### src/rtl/fifo_axi_wr_ctrl.sv
// fifo_axi_wr_ctrl
// Drains a synchronous FIFO (registered read data and flags) into an AXI4
// write master. A job (byte address + beat count) is split into INCR bursts
// of at most MAX_BURST beats that never cross a 4 KB boundary.
//
// Ports:
//   clk, rst_n                       clock, async active-low reset
//   cmd_valid/cmd_ready, cmd_addr,
//   cmd_beats                        job command handshake
//   busy, done, done_err             job status (done_err valid with done)
//   fifo_rd_en, fifo_rd_data,
//   fifo_empty                       FIFO pop side, data valid cycle after pop
//   m_axi_aw*, m_axi_w*, m_axi_b*    AXI4 write address / data / response
module fifo_axi_wr_ctrl #(
    parameter int ADDR_WIDTH = 32,
    parameter int DATA_WIDTH = 32,
    parameter int MAX_BURST  = 16,
    parameter int LEN_WIDTH  = 16
) (
    input  logic                    clk,
    input  logic                    rst_n,
    input  logic                    cmd_valid,
    output logic                    cmd_ready,
    input  logic [ADDR_WIDTH-1:0]   cmd_addr,
    input  logic [LEN_WIDTH-1:0]    cmd_beats,
    output logic                    busy,
    output logic                    done,
    output logic                    done_err,
    output logic                    fifo_rd_en,
    input  logic [DATA_WIDTH-1:0]   fifo_rd_data,
    input  logic                    fifo_empty,
    output logic                    m_axi_awvalid,
    input  logic                    m_axi_awready,
    output logic [ADDR_WIDTH-1:0]   m_axi_awaddr,
    output logic [7:0]              m_axi_awlen,
    output logic [2:0]              m_axi_awsize,
    output logic [1:0]              m_axi_awburst,
    output logic                    m_axi_wvalid,
    input  logic                    m_axi_wready,
    output logic [DATA_WIDTH-1:0]   m_axi_wdata,
    output logic [DATA_WIDTH/8-1:0] m_axi_wstrb,
    output logic                    m_axi_wlast,
    input  logic                    m_axi_bvalid,
    output logic                    m_axi_bready,
    input  logic [1:0]              m_axi_bresp
);
    localparam int BYTES = DATA_WIDTH / 8;
    localparam int SIZE  = $clog2(BYTES);

    localparam logic [2:0] S_IDLE = 3'd0;
    localparam logic [2:0] S_AW   = 3'd1;
    localparam logic [2:0] S_W    = 3'd2;
    localparam logic [2:0] S_B    = 3'd3;
    localparam logic [2:0] S_DONE = 3'd4;

    logic [2:0]            state_q, state_d;
    logic [ADDR_WIDTH-1:0] addr_q, addr_d;
    logic [LEN_WIDTH-1:0]  rem_q, rem_d;
    logic [7:0]            awlen_q, awlen_d;
    logic [8:0]            fetch_q, fetch_d;
    logic [8:0]            sent_q, sent_d;
    logic [1:0]            occ_q, occ_d;
    logic                  inflight_q, inflight_d;
    logic                  err_q, err_d;
    logic [DATA_WIDTH-1:0] buf_q [2];
    logic [DATA_WIDTH-1:0] buf_d [2];

    logic [8:0] len;
    logic       pop;
    logic [1:0] wr_idx;

    // Next burst length: min(remaining, MAX_BURST, beats left in the 4 KB page).
    function automatic logic [8:0] burst_len(input logic [ADDR_WIDTH-1:0] a,
                                             input logic [LEN_WIDTH-1:0]  r);
        int unsigned n;
        int unsigned to_4k;
        to_4k = (32'd4096 - 32'(a[11:0])) >> SIZE;
        n     = 32'(MAX_BURST);
        if (32'(r) < n) n = 32'(r);
        if (to_4k < n)  n = to_4k;
        return n[8:0];
    endfunction

    assign len = {1'b0, awlen_q} + 9'd1;

    // The word in flight from the FIFO counts as the buffer tail and is
    // forwarded straight to W when the buffer is otherwise empty; this keeps
    // rd_en-to-wvalid at one cycle and sustains one beat per cycle.
    assign m_axi_wvalid  = (occ_q != 2'd0) || inflight_q;
    assign m_axi_wdata   = (occ_q != 2'd0) ? buf_q[0] :
                           (inflight_q ? fifo_rd_data : '0);
    assign m_axi_wstrb   = (state_q == S_W) ? '1 : '0;
    assign m_axi_wlast   = m_axi_wvalid && (sent_q == len - 9'd1);
    assign pop           = m_axi_wvalid && m_axi_wready;

    assign fifo_rd_en    = (state_q == S_W) && !fifo_empty &&
                           (({1'b0, occ_q} + {2'b0, inflight_q}) < 3'd2) &&
                           (fetch_q < len);

    assign m_axi_awvalid = (state_q == S_AW);
    assign m_axi_awaddr  = addr_q;
    assign m_axi_awlen   = awlen_q;
    assign m_axi_awsize  = 3'(SIZE);
    assign m_axi_awburst = 2'b01;
    assign m_axi_bready  = (state_q == S_B);

    assign cmd_ready     = (state_q == S_IDLE);
    assign busy          = (state_q != S_IDLE);
    assign done          = (state_q == S_DONE);
    assign done_err      = (state_q == S_DONE) && err_q;

    always_comb begin
        state_d    = state_q;
        addr_d     = addr_q;
        rem_d      = rem_q;
        awlen_d    = awlen_q;
        err_d      = err_q;
        fetch_d    = fetch_q + {8'd0, fifo_rd_en};
        sent_d     = sent_q + {8'd0, pop};
        inflight_d = fifo_rd_en;
        buf_d[0]   = buf_q[0];
        buf_d[1]   = buf_q[1];
        wr_idx     = occ_q;

        // Staging buffer: pop from head, append the word arriving from the FIFO
        // unless it was consumed directly by this cycle's pop.
        if (pop && occ_q != 2'd0) begin
            buf_d[0] = buf_q[1];
            wr_idx   = occ_q - 2'd1;
        end
        if (inflight_q && !(pop && occ_q == 2'd0)) begin
            buf_d[wr_idx[0]] = fifo_rd_data;
            wr_idx           = wr_idx + 2'd1;
        end
        occ_d = wr_idx;

        case (state_q)
            S_IDLE: begin
                if (cmd_valid) begin
                    addr_d = cmd_addr;
                    rem_d  = cmd_beats;
                    if (cmd_beats == '0) begin
                        state_d = S_DONE;
                    end else begin
                        awlen_d = 8'(burst_len(cmd_addr, cmd_beats) - 9'd1);
                        state_d = S_AW;
                    end
                end
            end
            S_AW: begin
                if (m_axi_awready) begin
                    fetch_d = '0;
                    sent_d  = '0;
                    state_d = S_W;
                end
            end
            S_W: begin
                if (pop && m_axi_wlast) state_d = S_B;
            end
            S_B: begin
                if (m_axi_bvalid) begin
                    err_d  = err_q | (m_axi_bresp != 2'b00);
                    addr_d = addr_q + (ADDR_WIDTH'(len) << SIZE);
                    rem_d  = rem_q - LEN_WIDTH'(len);
                    if (rem_d == '0) begin
                        state_d = S_DONE;
                    end else begin
                        awlen_d = 8'(burst_len(addr_d, rem_d) - 9'd1);
                        state_d = S_AW;
                    end
                end
            end
            S_DONE: begin
                err_d   = 1'b0;
                state_d = S_IDLE;
            end
            default: state_d = S_IDLE;
        endcase
    end

    always_ff @(posedge clk or negedge rst_n) begin
        if (!rst_n) begin
            state_q    <= S_IDLE;
            addr_q     <= '0;
            rem_q      <= '0;
            awlen_q    <= '0;
            fetch_q    <= '0;
            sent_q     <= '0;
            occ_q      <= '0;
            inflight_q <= 1'b0;
            err_q      <= 1'b0;
            buf_q[0]   <= '0;
            buf_q[1]   <= '0;
        end else begin
            state_q    <= state_d;
            addr_q     <= addr_d;
            rem_q      <= rem_d;
            awlen_q    <= awlen_d;
            fetch_q    <= fetch_d;
            sent_q     <= sent_d;
            occ_q      <= occ_d;
            inflight_q <= inflight_d;
            err_q      <= err_d;
            buf_q[0]   <= buf_d[0];
            buf_q[1]   <= buf_d[1];
        end
    end
endmodule

### config.mk
export PLATFORM = sky130hd
export DESIGN_NAME = fifo_axi_wr_ctrl
export DESIGN_NICKNAME = d
export VERILOG_FILES = /design/src/rtl/fifo_axi_wr_ctrl.sv
export SDC_FILE = /design/constraint.sdc
export NUM_CORES = 1
export LEC_CHECK = 0
export CORE_MARGIN = 3
export CORE_UTILIZATION = 40
export CTS_BUF_LIST = sky130_fd_sc_hd__clkbuf_16
export CTS_CLUSTER_DIAMETER = 60
export DETAILED_ROUTE_END_ITERATION = 8
export GPL_TIMING_DRIVEN = 0
export PLACE_DENSITY = 0.62
export SYNTH_ARGS = -nofsm -noshare
export SYNTH_HDL_FRONTEND = slang
export SYNTH_SLANG_ARGS = --single-unit
### constraint.sdc
create_clock -name clk -period 8.6 [get_ports clk]
set_input_delay 1.72 -clock clk [delete_from_list [all_inputs] [get_ports clk]]
set_output_delay 1.72 -clock clk [all_outputs]
set_load 0.01 [all_outputs]
==> reports/results.tsv <==
stage	metric	value	unit
clock_tree	postCtsSetupBuffers	0	
worst_setup_path	cp_max_fo	8	
yosys	synth_area	10200	sq um
sta	rsz0062_at_grt	false	
clock_tree	numCtsBuffers	17	
pwr	total_power	0.00529	W
worst_setup_path	crit_path_top_delay_cell	xnor2_1	
floorplanning	coreArea	24700	sq um
layout	nets	1593	
worst_setup_path	cp-start-kind	flip-flop	
yosys	yosysMostFrequentCell	nand2_1	
yosys	synth-main-ff-cell	dfrtp_1	
clock_tree	clk_pin_slew	0.07	ns
clock_tree	cts_sinks	145	
yosys	synth_edf_count	0	
routing	antenna_left	0	
sta	min_period_over_period	0.836	
global_routing	met2_usage	0.384	
pwr	p_clk_frac	0.142	
routing	dr_total_vias	9909	
yosys	yosysSeqAreaShare	0.354	
yosys	synth_top_cells_by_count	150 x nand2_1, 145 x dfrtp_1, 145 x nor2_1, 119 x a21oi_1, 80 x o21ai_0	
pwr	p_leak	5.44	nW
floorplanning	ios	179	
worst_setup_path	crit_required	8.91	ns
yosys	synth_cell_types	78	
run_status	status	finished, final reports clean	
pwr	vdd_drop_max	169	uV
routing	via_per_inst	5.50	
floorplanning	die_y	166	um
global_routing	grt_pass1_wl	52200	um
pwr	p_int	0.00280	W
layout	diodes	0	
worst_setup_path	crit_type	flip-flop to flip-flop	
layout	fillers	2360	
pwr	pwr-share-comb	0.626	
placement	gp_congestion	0.893	
sta	fin_skew	0.0129	ns
global_routing	grt_usage	0.232	
worst_setup_path	cp-end-kind	flip-flop	
sta	max_freq	0.139	GHz
routing	drt_pass1_iterations	6	
yosys	yosys_warnings	0	
floorplanning	rows	57	
floorplanning	start_util	0.414	
worst_setup_path	worst-path-buf-inv	1	
min_path	hp-class	flip-flop to flip-flop	
placement	port_buffers	173	
yosys	synth_area_leaders	dfrtp_1 35%, a21oi_1 5.8%, nand2_1 5.5%	
yosys	yosysTopAreaCellShare	0.354	
floorplanning	die_w	166	um
clock_tree	cts_max_level	4	
global_routing	grt_util_met3	0.0343	
routing	drc	0	
clock_tree	insertion_delay	0.44	ns
sta	period_minus_slack	7.19	ns
sta	worst_pin_slew	0.861	ns
worst_setup_path	arrival	7.50	ns
sta	slew_viol_final	0	
routing	wl_per_cell	17.9	um
clock_tree	clockBufferDepth	2	
layout	areaGrowthSynthToFinish	27.5	%
clock_tree	root_buffer	clkbuf_16	
global_routing	grt_pass1_vias	9650	
clock_tree	cts_tree	yes	
pwr	switching_power	0.00249	W
worst_setup_path	crit_family	compound AO/OA/AOI/OAI gates	
global_routing	grt_overflow	0	
yosys	synth_seq_cells	145	
layout	drive_above_1_share	0.0703	
clock_tree	post_cts_resized	0	
placement	hpwl	24600	um
yosys	synth_top_cell_by_area	dfrtp_1	
routing	drtIter0Drc	843	
global_routing	gr-usage-met1	0.319	
sta	hold_viol_final	0	
routing	wl	32400	um
yosys	synthArstFlopShare	1.00	
global_routing	busiest_layer	met2	
sta	setup_viol	0	
pwr	seq_power_share	0.231	
pwr	p_per_area	405	nW/um^2
run	maxCapViolations	0	
sta	fin_tns_setup	0	ns
clock_tree	hold_buffers	0	
worst_setup_path	critPathMaxStageDelay	0.69	ns
yosys	syn_inst	1258	
floorplanning	dieArea	27600	sq um
global_routing	antenna_found_initial	0	
pwr	switching_share	0.471	
sta	slew_headroom	0.422	
global_routing	grt_max_degree	95	
yosys	synth.avg_cell_area	8.15	sq um
power groups by stage:
| stage | Clock (W) | Sequential, W | Combinational [W] |
|---|---|---|---|
| 2_1_floorplan | 0 | 0.00120 | 0.00220 |
| 5_1_grt | 0.000787 | 0.00127 | 0.00365 |
| 3_5_place_dp | 0 | 0.00123 | 0.00327 |
| 3_3_place_gp | 0 | 0.00123 | 0.00323 |
| 4_1_cts | 0.000762 | 0.00122 | 0.00329 |
| 6_report | 0.000752 | 0.00122 | 0.00331 |
kinds of logic after synthesis:
group                    Yosys count  synth area share
adder cells (fa/ha/maj)           49            0.0588
multiplexers                      50            0.0531
AND/OR/NAND/NOR                  462             0.209
other                              2          0.000733
flip-flops                       145             0.354
AO/OA/AOI/OAI                    333             0.202
buffers and inverters            141            0.0558
XOR/XNOR                          76            0.0663
cell type report:
type                            count  area, sq um  share of cell area
Multi-Input combinational cell    987         6110               0.467
Sequential cell                   145         3630               0.278
Timing Repair Buffer              174         1760               0.135
Clock buffer                       17          425              0.0326
Tap cell                          324          405              0.0310
Buffer                             71          308              0.0236
Inverter                           70          264              0.0202
Clock inverter                     15          169              0.0129
worst reg2reg max path: cells and delay by family, from the launching register on:
family	cells	cell delay, ns
simple gates	8	1.22
xor+xnor	4	1.21
fa+ha+maj	4	1.13
flops	1	0.47
mux	1	0.26
buf+inv	1	0.16
compound gates	10	2.65
cell usage in the layout, fill, tap and decap left out, types with 28 or more instances in the layout:
cell type	n
dfrtp_1	145
ha_1	36
clkdlybuf4s50_1	172
nand3_1	31
clkbuf_1	52
mux2_2	35
inv_1	69
xnor2_1	48
a21oi_1	119
nor2_1	145
o21ai_0	80
nor3_1	28
nand2_1	150
metrics by stage:
stage           util  cell area [sq um]  instances  hold slack, ns  worst slack (ns)
2_1_floorplan      -              10300       1273           0.456              2.47
3_3_place_gp   0.503              12400       1770           0.477            -0.494
3_5_place_dp   0.504              12500       1771           0.479              1.56
4_1_cts        0.528              13100       1803           0.494              1.52
5_1_grt        0.528              13100       1803           0.528             0.904
6_report       0.528              13100       1803           0.492              1.41
path summary, 6_finish.rpt:
kind	start	end	slack (ns)	depth (start not counted)
max reg2reg	m_axi_awlen[0]	m_axi_awlen[6]	1.41	28
min reg2reg	rem_q[8]	rem_q[8]	0.49	1
min	rem_q[8]	rem_q[8]	0.49	1
max in group asynchronous	rst_n	asynchronous set/reset pin	6.50	2
max	m_axi_awlen[0]	m_axi_awlen[6]	1.41	28
min in group asynchronous	rst_n	sent_q[7]	1.25	1
per-layer routing:
| layer | part of all wire | wire [um] |
|---|---|---|
| met4 | 0.020 | 647 |
| met1 | 0.46 | 14800 |
| met2 | 0.46 | 15000 |
| met5 | 0 | 0 |
| met3 | 0.057 | 1840 |
Note: power is estimated with default switching activity, not from simulation.
